## src/rtl/alarm_pkg.sv

```systemverilog
// Shared types and constants for the alarm sequencer: state encodings,
// zone count, field widths and default timing parameters.
package alarm_pkg;

  localparam int NZONES  = 4;
  localparam int ZONE_W  = 2;
  localparam int TIMER_W = 6;
  localparam int STATE_W = 3;

  localparam int DEF_EXIT_CYCLES  = 16;
  localparam int DEF_ENTRY_CYCLES = 8;
  localparam int DEF_SIREN_CYCLES = 32;

  typedef enum logic [STATE_W-1:0] {
    ST_DISARMED    = 3'd0,
    ST_EXIT_DELAY  = 3'd1,
    ST_ARMED       = 3'd2,
    ST_ENTRY_DELAY = 3'd3,
    ST_ALARM       = 3'd4
  } state_e;

  // Round-robin pointer following a grant; wraps 3 -> 0 through the width.
  function automatic logic [ZONE_W-1:0] next_ptr(input logic [ZONE_W-1:0] gnt);
    return gnt + ZONE_W'(1);
  endfunction

endpackage

```

## src/rtl/alarm_sequencer_rr_arbiter4.sv

```systemverilog
// Four-way round-robin arbiter: picks the first asserted request at or
// after ptr, wrapping from zone 3 back to zone 0.
module rr_arbiter4
  import alarm_pkg::*;
(
  input  logic [NZONES-1:0] req,
  input  logic [ZONE_W-1:0] ptr,
  output logic              gnt_valid,
  output logic [ZONE_W-1:0] gnt_id
);

  logic [ZONE_W-1:0] cand [NZONES];

  // cand[k] is the zone examined k-th in the search order.
  for (genvar gi = 0; gi < NZONES; gi++) begin : g_cand
    assign cand[gi] = ptr + ZONE_W'(gi);
  end

  // Walk from lowest to highest priority so the earliest match wins.
  always_comb begin
    gnt_valid = 1'b0;
    gnt_id    = ptr;
    for (int i = NZONES - 1; i >= 0; i--) begin
      if (req[cand[i]]) begin
        gnt_valid = 1'b1;
        gnt_id    = cand[i];
      end
    end
  end

endmodule

```

## src/rtl/alarm_sequencer.sv

```systemverilog
// Intruder-alarm sequencer: exit delay, armed watch, entry delay and a
// timed siren, with round-robin attribution of the triggering zone.
module alarm_sequencer
  import alarm_pkg::*;
#(
  parameter int EXIT_CYCLES  = DEF_EXIT_CYCLES,
  parameter int ENTRY_CYCLES = DEF_ENTRY_CYCLES,
  parameter int SIREN_CYCLES = DEF_SIREN_CYCLES
) (
  input  logic               clk,
  input  logic               rst_n,
  input  logic               arm_req,
  input  logic               disarm,
  input  logic [NZONES-1:0]  sensor,
  input  logic [NZONES-1:0]  zone_en,
  output logic [STATE_W-1:0] state,
  output logic               alarm,
  output logic               armed,
  output logic [ZONE_W-1:0]  zone_id,
  output logic               zone_valid,
  output logic [TIMER_W-1:0] timer
);

  localparam logic [TIMER_W-1:0] EXIT_LOAD  = TIMER_W'(EXIT_CYCLES - 1);
  localparam logic [TIMER_W-1:0] ENTRY_LOAD = TIMER_W'(ENTRY_CYCLES - 1);
  localparam logic [TIMER_W-1:0] SIREN_LOAD = TIMER_W'(SIREN_CYCLES - 1);

  state_e             state_q, state_d;
  logic [TIMER_W-1:0] timer_q, timer_d;
  logic               alarm_q, alarm_d;
  logic [ZONE_W-1:0]  zone_id_q, zone_id_d;
  logic               zone_valid_q, zone_valid_d;
  logic [ZONE_W-1:0]  ptr_q, ptr_d;

  logic               gnt_valid;
  logic [ZONE_W-1:0]  gnt_id;

  rr_arbiter4 u_arb (
    .req       (sensor & zone_en),
    .ptr       (ptr_q),
    .gnt_valid (gnt_valid),
    .gnt_id    (gnt_id)
  );

  always_comb begin
    state_d      = state_q;
    timer_d      = timer_q;
    zone_id_d    = zone_id_q;
    zone_valid_d = zone_valid_q;
    ptr_d        = ptr_q;

    case (state_q)
      ST_DISARMED: begin
        if (arm_req) begin
          state_d = ST_EXIT_DELAY;
          timer_d = EXIT_LOAD;
        end
      end
      ST_EXIT_DELAY: begin
        if (timer_q == '0) begin
          state_d = ST_ARMED;
        end else begin
          timer_d = timer_q - TIMER_W'(1);
        end
      end
      ST_ARMED: begin
        if (gnt_valid) begin
          state_d      = ST_ENTRY_DELAY;
          timer_d      = ENTRY_LOAD;
          zone_id_d    = gnt_id;
          zone_valid_d = 1'b1;
          ptr_d        = next_ptr(gnt_id);
        end
      end
      ST_ENTRY_DELAY: begin
        if (timer_q == '0) begin
          state_d = ST_ALARM;
          timer_d = SIREN_LOAD;
        end else begin
          timer_d = timer_q - TIMER_W'(1);
        end
      end
      ST_ALARM: begin
        // Return to watching; a sensor still tripped re-triggers next cycle.
        if (timer_q == '0) begin
          state_d = ST_ARMED;
        end else begin
          timer_d = timer_q - TIMER_W'(1);
        end
      end
      default: begin
        state_d      = ST_DISARMED;
        timer_d      = '0;
        zone_valid_d = 1'b0;
      end
    endcase

    // Disarm overrides everything; the round-robin pointer survives it.
    if (disarm) begin
      state_d      = ST_DISARMED;
      timer_d      = '0;
      zone_id_d    = zone_id_q;
      zone_valid_d = 1'b0;
      ptr_d        = ptr_q;
    end

    alarm_d = (state_d == ST_ALARM);
  end

  always_ff @(posedge clk) begin
    if (!rst_n) begin
      state_q      <= ST_DISARMED;
      timer_q      <= '0;
      alarm_q      <= 1'b0;
      zone_id_q    <= '0;
      zone_valid_q <= 1'b0;
      ptr_q        <= '0;
    end else begin
      state_q      <= state_d;
      timer_q      <= timer_d;
      alarm_q      <= alarm_d;
      zone_id_q    <= zone_id_d;
      zone_valid_q <= zone_valid_d;
      ptr_q        <= ptr_d;
    end
  end

  assign state      = state_q;
  assign alarm      = alarm_q;
  assign timer      = timer_q;
  assign zone_id    = zone_id_q;
  assign zone_valid = zone_valid_q;
  assign armed      = (state_q == ST_ARMED) || (state_q == ST_ENTRY_DELAY) ||
                      (state_q == ST_ALARM);

endmodule

```

## config.mk

```make
export PLATFORM = sky130hd
export DESIGN_NAME = alarm_sequencer
export DESIGN_NICKNAME = d
export VERILOG_FILES = /design/src/rtl/alarm_pkg.sv /design/src/rtl/alarm_sequencer_rr_arbiter4.sv /design/src/rtl/alarm_sequencer.sv
export SDC_FILE = /design/constraint.sdc
export NUM_CORES = 1
export LEC_CHECK = 0
export CAP_MARGIN = 0
export CORE_MARGIN = 8
export CORE_UTILIZATION = 44
export CTS_BUF_LIST = sky130_fd_sc_hd__clkbuf_4 sky130_fd_sc_hd__clkbuf_8
export CTS_CLUSTER_SIZE = 40
export DETAILED_ROUTE_END_ITERATION = 6
export PLACE_DENSITY_LB_ADDON = 0.2
export SLEW_MARGIN = 40
export SYNTH_ARGS = -nofsm -noshare
export SYNTH_HDL_FRONTEND = slang
export SYNTH_SLANG_ARGS = --single-unit
```

## constraint.sdc

```tcl
create_clock -name clk -period 2.1 [get_ports clk]
set_clock_uncertainty 0.1 [all_clocks]
set_input_delay 0.63 -clock clk [delete_from_list [all_inputs] [get_ports clk]]
set_output_delay 0.63 -clock clk [all_outputs]
set_load 0.02 [all_outputs]
```

==> summary.md, run 1 <==
| Metric | Value |
|---|---|
| Starting Density | `44.9%` |
| Slowest stage delay, CP | `0.62 ns` |
| CTS Buf Count | `3` |
| Synth top cells by count | `dfxtp_1, nand2_1, o21ai_0` |
| Post-placement cell count | `197` |
| WL final | `3.14 mm` |
| HPWL Detailed | `2.25 mm` |
| Synthesized flop and latch total | `15` |
| Synth Instances | `125` |
| Final Hold Violating Endpoints | `0` |
| Seq/Total Area, Yosys | `31.4%` |
| Slew headroom | `70.1%` |
| Chip Height | `62.6 µm` |
| Area Growth Syn to Fin | `60.2%` |
| CTS tree | `built` |
| Worst setup SP type | `flop` |
| Ports | `26` |
| Hold Path Origin | `zone_valid$_SDFFE_PP0P_` |
| Synthesized area per cell | `7.65 µm²` |
| All-layer global routing usage | `15.0%` |
| Post-route ant nets | `0` |
| CP endpoint kind | `primary output` |
| Wire per inst | `15.2 µm` |
| DRT iter0 DRCs | `49` |
| Antenna violations before repair | `0` |
| Post-synth top flop | `dfxtp_1` |
| Max Freq | `490 MHz` |
| Reg2Reg Setup Slack | `0.08 ns` |
| IO Port Bufs | `25` |
| Max H-tree Level | `1` |
| Fin crit share | `97.2%` |
| Row cnt | `17` |
| RSZ-0062 raised after global routing | `yes` |
| Power Density | `460 nW/µm²` |
| # clock sinks | `15` |
| Die width | `62.6 µm` |
| First-pass GRT wire length | `4.81 mm` |
| Run status | `finished, final reports clean` |
| Area contributors post-synth | `dfxtp_1, o21ai_0, a21oi_1, nand2_1, nor2_1` |
| Minimum clock period | `2.04 ns` |
| Worst EP required | `1.37 ns` |
| Cell chain of the critical path | `clkdlybuf4s50_1` |
| Critical path class | `reg2out` |
| Max VDD drop | `0.295 mV` |
| Design Power | `705 µW` |
| Ys Warns | `0` |
| Critical Path Start | `state[1]$_SDFF_PN0_` |
| Die area | `3920 µm²` |
| Vias in the first global route | `1068` |
| Worst-path fanout max | `4` |
| FF-to-FF Start | `timer[1]$_SDFFE_PP0P_` |
| Worst min-delay path class | `reg2reg` |
| Most common cell in the netlist | `dfxtp_1` |
| Post-synth top area cell | `dfxtp_1` |
| Buf/Inv on CP | `1` |
| Synthesized area | `956 µm²` |
| Hold Buf Count CTS | `0` |
| Number of flops mapped to enable cells by yosys | `0` |
| Leak Pwr | `0.000678 µW` |
| Core area | `2130 µm²` |
| Slew at the pin closest to its max-slew limit | `0.447 ns` |
| DR vias/cell | `5.85` |
| Clock transition at the registers of the reported paths | `0.10 ns` |
| Remaining routing DRC violations | `0` |
| Max clock buf depth | `2` |
| Largest net degree at the start of global routing | `16` |
| Cell variety after synth | `42` |
| Top cell family by delay on the critical path | `buffers and inverters` |
| Final Max Tran Viols | `0` |
| Finish-stage setup viols | `0` |
| Fraction of layout cells with a size suffix above 1 | `27.9%` |
| Total gr overflow | `0` |
| Vias | `1211` |
| Nets@finish | `193` |
| Final cell count without fillers | `207` |
| GPL Wtd Cong | `0.887` |
| Worst path arrival time | `1.31 ns` |
| CP max-delay cell | `clkdlybuf4s50_1` |
| Root buf cell | `clkbuf_4` |
| Worst-Skew Late Latency | `0.30 ns` |
| Drt first pass iters | `4` |
| Max_cap viols | `0` |
| FFs w/ async S/R, synth | `0%` |
| Post-synth top area share | `31.4%` |
| # diodes | `0` |
| Syn_nets | `138` |
per-stage QoR:
step | cell area [µm²] | setup slack [ns] | hold slack [ns] | utilization [%] | TNS [ns]
global route | 1530 | -0.0173 | 0.404 | 72.0 | -0.0400
finish | 1530 | 0.0580 | 0.367 | 72.0 | 0
floorplan | 958 | 0.0158 | 0.422 | - | 0
global placement | 1410 | -0.447 | 0.347 | 66.1 | -2.81
CTS | 1440 | 0.00252 | 0.377 | 67.5 | 0
detailed placement | 1410 | -0.502 | 0.356 | 66.1 | -3.24
kinds of logic after synthesis:
family | Yosys count | synth area share (%)
and+or+nand+nor | 49 | 27.9
DFF | 15 | 31.4
adders and majority gates | 1 | 1.31
xor gates and xnor gates | 1 | 0.916
buffers and inverters | 10 | 4.32
AOI/OAI and AO/OA | 47 | 32.1
muxes | 2 | 2.09
report_power, final:
group	internal [µW]	total (µW)	switching [µW]	leakage, µW
combinational	111	225	114	0.000537
sequential	293	298	5.05	0.000123
clock	71.1	182	111	0.0000177
total	475	705	229	0.000678
final timing paths:
path / endpoint / cells after the start
worst max register to register: timer[1]$_SDFFE_PP0P_ / 8
worst min register to register: zone_valid$_SDFFE_PP0P_ / 2
worst max-delay path: state[1] / 1
worst min-delay path: zone_valid$_SDFFE_PP0P_ / 2
final cells by class:
type                    count  area [µm²]
multi-input cells         100         661
inverters                   4        15.0
flip-flops and latches     15         303
repair buffers             56         490
fillers                   169         596
clock buffers               3        22.5
clock inverters             1        5.00
well taps                  28        35.0
cells in the final DEF (no fill, tap or decap), drive strengths merged, types with 3 or more instances in the layout:
master         count
nor2b              3
nor2              11
buf               31
nand2             14
o21ai             14
nand4              3
clkbuf             3
dlymetal6s2s       5
dlygate4sd2       10
nor3b              3
dfxtp             15
clkdlybuf4s50      9
a21oi             12
inv                4
o31ai              5
state kept, by name (all words and copies together), names as in the netlist:
register / cells
alarm: 1
ptr_q: 2
state: 3
timer: 6
zone_id: 2
zone_valid: 1
per-layer routing:
metal | vias up | routed length [µm] | track usage, %
li1 | 584 | - | -
met1 | 567 | 1380 | 17.8
met2 | 53 | 1500 | 24.3
met3 | 7 | 204 | 3.76
met4 | 0 | 55 | 7.41
met5 | - | 0 | 0
timing repair:
item	in CTS	in global routing
setup endpoints to repair	13	12
gates resized for setup	14	19
pin swaps	6	8
setup buffers	1	5
(Power assumes the default switching activity.)
==> run 2: changes to the inputs <==
--- a/config.mk
+++ b/config.mk
@@ -5,9 +5,10 @@
 export SDC_FILE = /design/constraint.sdc
 export NUM_CORES = 1
 export LEC_CHECK = 0
+export ABC_CLOCK_PERIOD_IN_PS = 2100
 export CAP_MARGIN = 0
 export CORE_MARGIN = 8
-export CORE_UTILIZATION = 44
+export CORE_UTILIZATION = 40
 export CTS_BUF_LIST = sky130_fd_sc_hd__clkbuf_4 sky130_fd_sc_hd__clkbuf_8
 export CTS_CLUSTER_SIZE = 40
 export DETAILED_ROUTE_END_ITERATION = 6
@@ -15,4 +16,5 @@
 export SLEW_MARGIN = 40
 export SYNTH_ARGS = -nofsm -noshare
 export SYNTH_HDL_FRONTEND = slang
+export SYNTH_HIERARCHICAL = 1
 export SYNTH_SLANG_ARGS = --single-unit
==> run 2 against run 1 <==
Against the previous run:
- critical path depth rose by 7
- cell count fell by 4.3%
- sequential share of layout area rose by 0.11 points
- area after synthesis rose by 4.6%
- via count fell by 13%
- global-route usage fell by 1.9 points
- first-iteration DRC count fell by 4.1%
- register-to-register slack improved by 0.08 ns
- sequential cell count did not move
- sequential power rose by 1%
- count of clock-buffer cells in the layout rose by 1
- critical endpoint is now ptr_q[1]$_SDFFE_PN0P_
- highest routed layer unchanged
==> summary.md, run 2 <==
| Metric | Value |
|---|---|
| Number of flops mapped to enable cells by yosys | `0 (unchanged)` |
| Worst-Skew Late Latency | `0.29 ns (about the same)` |
| Max clock buf depth | `2 (unchanged)` |
| DR vias/cell | `5.33 (-8.8%)` |
| Synth Instances | `126 (+0.80%)` |
| WL final | `2.68 mm (-15%)` |
| Antenna violations before repair | `0 (unchanged)` |
| FFs w/ async S/R, synth | `0% (unchanged)` |
| Ys Warns | `6 (+6)` |
| All-layer global routing usage | `13.0% (-1.9 points)` |
| Fillers | `245 (+45%)` |
| Critical path class | `in2reg` |
| Final cell count without fillers | `198 (-4.3%)` |
| Post-route ant nets | `0 (unchanged)` |
| Slew at the pin closest to its max-slew limit | `0.406 ns (-0.0414 ns)` |
| Max reg flops | `6 (unchanged)` |
| Ports | `26 (unchanged)` |
| Max H-tree Level | `1 (unchanged)` |
| Critical Path Start | `zone_en[1]` |
| Hold Path Origin | `timer[4]$_SDFFE_PP0P_` |
| Finish-stage setup viols | `0 (unchanged)` |
| Vias | `1056 (-13%)` |
| Final Max Tran Viols | `0 (unchanged)` |
| Remaining routing DRC violations | `0 (unchanged)` |
| Post-synth top flop | `dfxtp_1` |
| Run status | `finished, final reports clean` |
| Cell variety after synth | `42 (unchanged)` |
| # clock sinks | `15 (unchanged)` |
| GPL Wtd Cong | `0.816 (-8.1%)` |
| Worst min-delay path class | `reg2reg` |
| Seq/Total Area, Yosys | `30.0% (-1.4 points)` |
| # diodes | `0 (unchanged)` |
| Most common cell after layout, fill and taps aside | `buf_4` |
| Total gr overflow | `0 (unchanged)` |
| Max Freq | `478 MHz (-2.4%)` |
| HPWL Detailed | `1.96 mm (-13%)` |
| Most frequent cells in the layout | `buf_4, dfxtp_1, a21oi_1` |
| Post-synth top area share | `30.0% (-1.4 points)` |
| Minimum clock period | `2.09 ns (+0.0504 ns)` |
| Max_cap viols | `0 (unchanged)` |
| Worst-path fanout max | `2 (-2)` |
| Post-placement cell count | `192 (-2.5%)` |
| CTS Buf Count | `3 (unchanged)` |
| IO Port Bufs | `25 (unchanged)` |
| Worst path arrival time | `2.18 ns (+0.87 ns)` |
| Worst EP required | `2.19 ns (+0.82 ns)` |
| Drt first pass iters | `4 (unchanged)` |
| Slew headroom | `72.7% (+2.5 points)` |
| Leak Pwr | `0.000677 µW (-0.11%)` |
| Die width | `66.0 µm (+5.4%)` |
| Area Growth Syn to Fin | `51.1%` |
| Die area | `4350 µm² (+11%)` |
| Core area | `2430 µm² (+14%)` |
| Vias in the first global route | `1028 (-3.7%)` |
| Synthesized area per cell | `7.93 µm² (+3.8%)` |
| Syn_nets | `140 (+1.4%)` |
| Row cnt | `18 (+1)` |
| DRT iter0 DRCs | `47 (-4.1%)` |
| RSZ-0062 raised after global routing | `yes` |
| Largest net degree at the start of global routing | `15 (-1)` |
| First-pass GRT wire length | `4.55 mm (-5.4%)` |
| Wire per inst | `13.5 µm (-11%)` |
| Max VDD drop | `0.381 mV (+29%)` |
| CTS tree | `built` |
| Starting Density | `41.1% (-3.8 points)` |
| FF-to-FF Start | `timer[2]$_SDFFE_PP0P_` |
| Fraction of layout cells with a size suffix above 1 | `31.0% (+3.0 points)` |
| Fin crit share | `99.6% (+2.4 points)` |
| CP endpoint kind | `flop` |
| Synthesized flop and latch total | `15 (unchanged)` |
| Nets@finish | `183 (-5.2%)` |
| Post-synth top area cell | `dfxtp_1` |
| Most common cell in the netlist | `dfxtp_1` |
| Area contributors post-synth | `dfxtp_1, a21oi_1, o21ai_0, nand2_1, nor2_1` |
| Power Density | `465 nW/µm² (+1.0%)` |
| Synth top cells by count | `dfxtp_1, a21oi_1, nand2_1, nor2_1, o21ai_0` |
| Synthesized area | `1000 µm² (+4.6%)` |
| Final Hold Violating Endpoints | `0 (unchanged)` |
| Worst setup SP type | `input pin` |
| Design Power | `702 µW (-0.39%)` |
| Clock transition at the registers of the reported paths | `0.09 ns (about the same)` |
| Chip Height | `66.0 µm (+5.4%)` |
| Root buf cell | `clkbuf_4` |
-- run 2: changes by cell type after synthesis, sizes merged, moves of 3 or more --
| cell | previous run | this run |
|---|---|---|
| nand2 | 14 | 11 |
| and2b | 0 | 3 |
| a22oi | 0 | 3 |
| o21ai | 14 | 10 |
| o31ai | 5 | 2 |
| nand4 | 3 | 0 |
-- run 2: per-layer routing --
| metal | routed length, µm | share of wire (%) | track usage [%] |
|---|---|---|---|
| met1 | 1200 | 45 | 15.5 |
| met2 | 1310 | 49 | 21.1 |
| met3 | 117 | 4.4 | 3.73 |
| met4 | 44 | 1.6 | 6.13 |
| met5 | 0 | 0 | 0 |
-- run 2: power by group --
| part | internal [µW] | switching [µW] |
|---|---|---|
| Clock | 86.9 | 91.7 |
| Combinational | 114 | 107 |
| Sequential | 292 | 10.1 |
-- run 2: area by class of cell --
class / count / area [µm²] / area share (%)
clock buffers: 4 / 30.0 / 1.99
inverters: 6 / 22.5 / 1.49
multi-input cells: 98 / 722 / 47.8
flip-flops and latches: 15 / 300 / 19.9
well taps: 30 / 37.5 / 2.49
repair buffers: 45 / 398 / 26.3
-- run 2: through the flow --
step                hold slack [ns]  setup WS [ns]  util (%)  TNS [ns]  area (µm²)
CTS                           0.409        0.00852      60.0         0        1460
finish                        0.411        0.00760      62.1         0        1510
floorplan                     0.430         0.0347         -         0        1000
global placement              0.382         -0.405      57.0     -3.57        1390
detailed placement            0.394         -0.453      57.0     -3.98        1390
global route                  0.429        -0.0104      62.1   -0.0226        1510
-- run 2: cells by family (layout without fill, tap and decap cells) --
logic type               after synthesis  after routing  share of synthesized area (%)
AO/OA/AOI/OAI                         38             38                           26.0
XOR/XNOR                               3              3                           2.63
adder cells (fa/ha/maj)                2              2                           2.50
buffers and inverters                 13             55                           5.88
flip-flops                            15             15                           30.0
multiplexers                           4              4                           4.63
AND/OR/NAND/NOR                       51             51                           28.3
-- run 2: path summary, 6_finish.rpt --
kind	cells past startpoint	endpoint	slack [ns]
min reg2reg	2	timer[4]$_SDFFE_PP0P_	0.41
max reg2reg	5	timer[4]$_SDFFE_PP0P_	0.16
max	8	ptr_q[1]$_SDFFE_PN0P_	0.008
min	2	timer[4]$_SDFFE_PP0P_	0.41
-- run 2: worst max-delay path: stages --
cell	delay [ns]
clkdlybuf4s50_1	0.39
and2_4	0.15
buf_4	0.13
or4_4	0.52
nand2_4	0.09
xnor2_2	0.10
nand2_1	0.06
o211a_1	0.11
-- run 2: repair_timing --
item                                   in CTS  in global routing
pin swaps                                  11                  4
buffers inserted                            2                  0
endpoints found under the hold margin       0                  0
hold buffers                                0                  0
setup endpoints to repair                  13                 14
resized for setup                          25                 14
